File: src/rtl/pipelined_barrel_shifter.sv
// Logarithmic barrel shifter (SLL/SRL/SRA/ROR), one registered stage per shift-amount bit.
// Valid/ready on both ends; bubbles collapse through a combinational ready chain.
module pipelined_barrel_shifter #(
    parameter  int WIDTH = 32,
    parameter  int TAG_W = 4,
    localparam int SHW   = $clog2(WIDTH)
) (
    input  logic             clk,
    input  logic             reset,
    input  logic             in_valid,
    output logic             in_ready,
    input  logic [WIDTH-1:0] in_data,
    input  logic [SHW-1:0]   in_shamt,
    input  logic [1:0]       in_op,
    input  logic [TAG_W-1:0] in_tag,
    output logic             out_valid,
    input  logic             out_ready,
    output logic [WIDTH-1:0] out_data,
    output logic [TAG_W-1:0] out_tag
);

    typedef enum logic [1:0] {
        OP_SLL = 2'b00,
        OP_SRL = 2'b01,
        OP_SRA = 2'b10,
        OP_ROR = 2'b11
    } op_e;

    typedef struct packed {
        logic             v;
        logic [WIDTH-1:0] data;
        logic [SHW-1:0]   shamt;
        op_e              op;
        logic [TAG_W-1:0] tag;
    } stage_t;

    stage_t           r_stage [SHW];
    stage_t           w_next  [SHW];
    stage_t           w_in;
    logic [SHW-1:0]   w_adv;

    function automatic logic [WIDTH-1:0] shift_by(input logic [WIDTH-1:0] d,
                                                  input op_e op,
                                                  input int unsigned amt);
        logic [WIDTH-1:0] res;
        res = d;
        case (op)
            OP_SLL: res = d << amt;
            OP_SRL: res = d >> amt;
            OP_SRA: res = $signed(d) >>> amt;
            OP_ROR: res = (d >> amt) | (d << (WIDTH - amt));
        endcase
        return res;
    endfunction

    // Stage k applies shamt bit k (shift by 2^k); a clear bit passes data through.
    function automatic stage_t stage_step(input stage_t s, input int k);
        stage_t o;
        o = s;
        if (s.shamt[k])
            o.data = shift_by(s.data, s.op, 1 << k);
        return o;
    endfunction

    always_comb begin
        w_in = '{v: in_valid, data: in_data, shamt: in_shamt, op: op_e'(in_op), tag: in_tag};
    end

    always_comb begin
        w_next[0] = stage_step(w_in, 0);
        for (int k = 1; k < SHW; k++)
            w_next[k] = stage_step(r_stage[k-1], k);
    end

    // A stage may load when it is empty or the stage after it is moving.
    always_comb begin
        logic w_adv_acc;
        // NOTE: every always_comb output gets a value on every path, otherwise a latch is inferred.
        w_adv     = '0;
        w_adv_acc = out_ready;
        for (int k = SHW - 1; k >= 0; k--) begin
            w_adv_acc = w_adv_acc | ~r_stage[k].v;
            w_adv[k]  = w_adv_acc;
        end
    end

    // NOTE: data fields are reset too, so out_data/out_tag read zero during reset, not only valid bits.
    always_ff @(posedge clk or posedge reset) begin
        if (reset) begin
            for (int k = 0; k < SHW; k++)
                r_stage[k] <= '0;
        end else begin
            // NOTE: non-blocking assignments let every stage sample the pre-edge value of its predecessor.
            for (int k = 0; k < SHW; k++)
                if (w_adv[k])
                    r_stage[k] <= w_next[k];
        end
    end

    assign in_ready  = w_adv[0];
    assign out_valid = r_stage[SHW-1].v;
    assign out_data  = r_stage[SHW-1].data;
    assign out_tag   = r_stage[SHW-1].tag;

endmodule

File: config.mk
export PLATFORM = sky130hd
export DESIGN_NAME = pipelined_barrel_shifter
export DESIGN_NICKNAME = d
export VERILOG_FILES = /design/src/rtl/pipelined_barrel_shifter.sv
export SDC_FILE = /design/constraint.sdc
export NUM_CORES = 1
export LEC_CHECK = 0
export ABC_AREA = 1
export BUFFER_PORTS_ARGS = -buffer_cell sky130_fd_sc_hd__buf_2
export CORE_ASPECT_RATIO = 0.7
export CORE_MARGIN = 4
export CORE_UTILIZATION = 60
export DETAILED_ROUTE_END_ITERATION = 12
export PLACE_DENSITY = 0.85
export SLEW_MARGIN = 10
export SYNTH_ARGS = -nofsm -noshare
export SYNTH_HDL_FRONTEND = slang
export SYNTH_SLANG_ARGS = --single-unit
File: constraint.sdc
create_clock -name clk -period 18.66 [get_ports clk]
set_clock_uncertainty 0.1 [all_clocks]
set_input_delay 3.732 -clock clk [delete_from_list [all_inputs] [get_ports clk]]
set_output_delay 3.732 -clock clk [all_outputs]
set_load 0.005 [all_outputs]
==> flow_summary.yaml <==
floorplanning:
  rows: 41
  die_area_sq_mm: 0.0213
  die_h_um: 123
  ioPinCount: 85
  start_util_pct: 62.1
  die_x_um: 173
  fp.coreArea_sq_mm: 0.0183
placed_design:
  place.port_buffers: 84
  place_congestion: 0.903
  dp_hpwl_um: 18700
clock_tree:
  cts.sinks: 203
  clock_path_buffers: 3
  cts-buffers-inserted: 20
  post_cts_buffers: 0
  cts_resized: 0
  cts_max_level: 1
  cts_tree: "done"
  clk_latency_ns: 0.49
  path_clk_slew_ns: 0.06
  clock-root-buffer: "clkbuf_16"
  ctsHoldBuffers: 0
global_routing:
  use_met1_pct: 38.7
  track_usage_pct: 26.2
  use_met3_pct: 5.04
  grt_max_degree: 155
  grt_busiest_layer: "met2"
  grt_pass1_vias: 9709
  gr-total-overflow: 0
  grt_pass1_wl_um: 46900
  use_met2_pct: 40.7
  antenna_found_initial: 0
synthesis:
  ys_ff_latch: 203
  yosys.cell_count.top_type: "nand2_1"
  yosysTopAreaCell: "dfrtp_1"
  ys.flop_type: "dfrtp_1"
  synth_top_area_share_pct: 44.7
  synth_seq_area_share_pct: 44.7
  synth_nets: 1714
  ys.warnings.count: 0
  synth_edf_count: 0
  synthArstFlopShare_pct: 100
  ys_types: 23
  netlist_top_cells_count: "626 x nand2_1, 204 x inv_1, 203 x dfrtp_1"
  synth_area_sq_mm: 0.0114
  synthTopCellsByArea: "dfrtp_1 45%, nand2_1 21%, inv_1 6.7%"
  avgSynthCellArea_sq_um: 6.82
  syn_inst: 1667
layout:
  fin_nets: 1697
  drive_above_1_share_pct: 8.12
  area_delta_synth_final_pct: 6.44
  antenna_cells: 0
route:
  ant_nets: 0
  routedWlPerCell_um: 14.7
  drt_iter0_drc: 1314
  via_per_inst: 5.57
  vias: 10573
  dr.pass1.iters: 5
  drc: 0
  routed_wl_um: 27800
pwr:
  peakVddDrop_v: 0.0000667
  pwr_density_cell_mw_per_mm2: 131
  p_leak_nw: 6.62
  power.total_mw: 1.59
critical_path:
  crit_path_start_kind: "input port"
  end_kind: "output port"
  arrival_ns: 5.62
  path_max_fanout: 64
  path_class: "input port to output port"
  crit_required_ns: 14.83
timing:
  setup_violations: 0
  period_needed_ns: 9.45
  worstMarginPinSlew_ns: 1.22
  tns_ns: 0
  grt_setup_unrepaired: "no"
  hold_viol: 0
  finalMaxSlewViolations: 0
  hold-worst-slack_ns: 0.369
  timing.fmax_mhz: 106
  slew_headroom_pct: 18.7
  fin_crit_sh_pct: 50.7
outcome:
  outcome: "completed"
job:
  drv_cap: 0
min_path:
  hold_class: "register to register"
## placed cells by master (no fill, tap or decap), types with 3 or more instances in the layout
cell,count
buf_2,84
dfrtp_1,203
a31oi_1,16
clkbuf_8,3
o21ai_0,134
inv_1,203
inv_2,3
o211ai_1,16
buf_4,10
nand2_1,626
clkbuf_1,7
clkbuf_16,21
nor2_1,105
nand3_1,151
a21oi_1,47
or2_2,3
o21ai_1,14
## layer usage
layer	vias to the layer above	routed length, um	share of wire [%]
li1	5084	-	-
met1	4983	12900	46
met2	448	12000	43
met3	58	2340	8.4
met4	0	562	2.0
met5	-	0	0
## stage by stage
step | utilization [%] | setup slack (ns) | cell area (sq um) | instances
after floorplan | - | 9.29 | 11400 | 1667
after global placement | 62.7 | 9.28 | 11500 | 1864
after detailed placement | 62.7 | 9.24 | 11500 | 1864
after CTS | 66.1 | 9.24 | 12100 | 1898
after global routing | 66.1 | 9.04 | 12100 | 1898
final | 66.1 | 9.21 | 12100 | 1898
## report_power, final
| part | internal [mW] | leakage (nW) | total, mW | switching, mW |
|---|---|---|---|---|
| logic | 0.173 | 3.89 | 0.499 | 0.326 |
| registers | 0.583 | 2.43 | 0.706 | 0.123 |
| clock network | 0.219 | 0.301 | 0.385 | 0.167 |
| total | 0.974 | 6.62 | 1.59 | 0.616 |
## registers in the layout, summed over array words and instances, names as in the netlist
| signal | count |
|---|---|
| out_valid | 1 |
| out_data | 32 |
| out_tag | 4 |
| r_stage | 166 |
## cells by family after synthesis
group | synth area share (%)
simple gates | 31.7
buf+inv | 13.0
compound gates | 10.5
flops | 44.7
xor+xnor | 0.0770
## critical path, cell delays in order
cell     delay, ns
buf_2         0.10
inv_2         0.08
nand3_4       0.48
nor2_8        0.36
nand3_4       0.50
buf_2         0.35
## worst paths after layout
path	startpoint	end	slack, ns	cells past startpoint
worst min-delay path	out_tag[0]	out_tag[0]	0.37	2
worst min register to register	out_tag[0]	out_tag[0]	0.37	2
worst max register to register	out_valid	r_stage[144]	16.01	7
worst max-delay path	out_ready	in_ready	9.21	6
max in group asynchronous	reset	r_stage[167]	13.77	3
min in group asynchronous	reset	r_stage[133]	3.35	2
## area by class of cell
cell class,instances,area (sq um)
clock buffers,31,593
repair buffers,94,495
flip-flops and latches,203,5080
clock inverters,3,18.8
well taps,236,295
inverters,209,792
fillers,1573,6210
multi-input cells,1122,4830
Note: power is estimated with default switching activity, not from simulation.
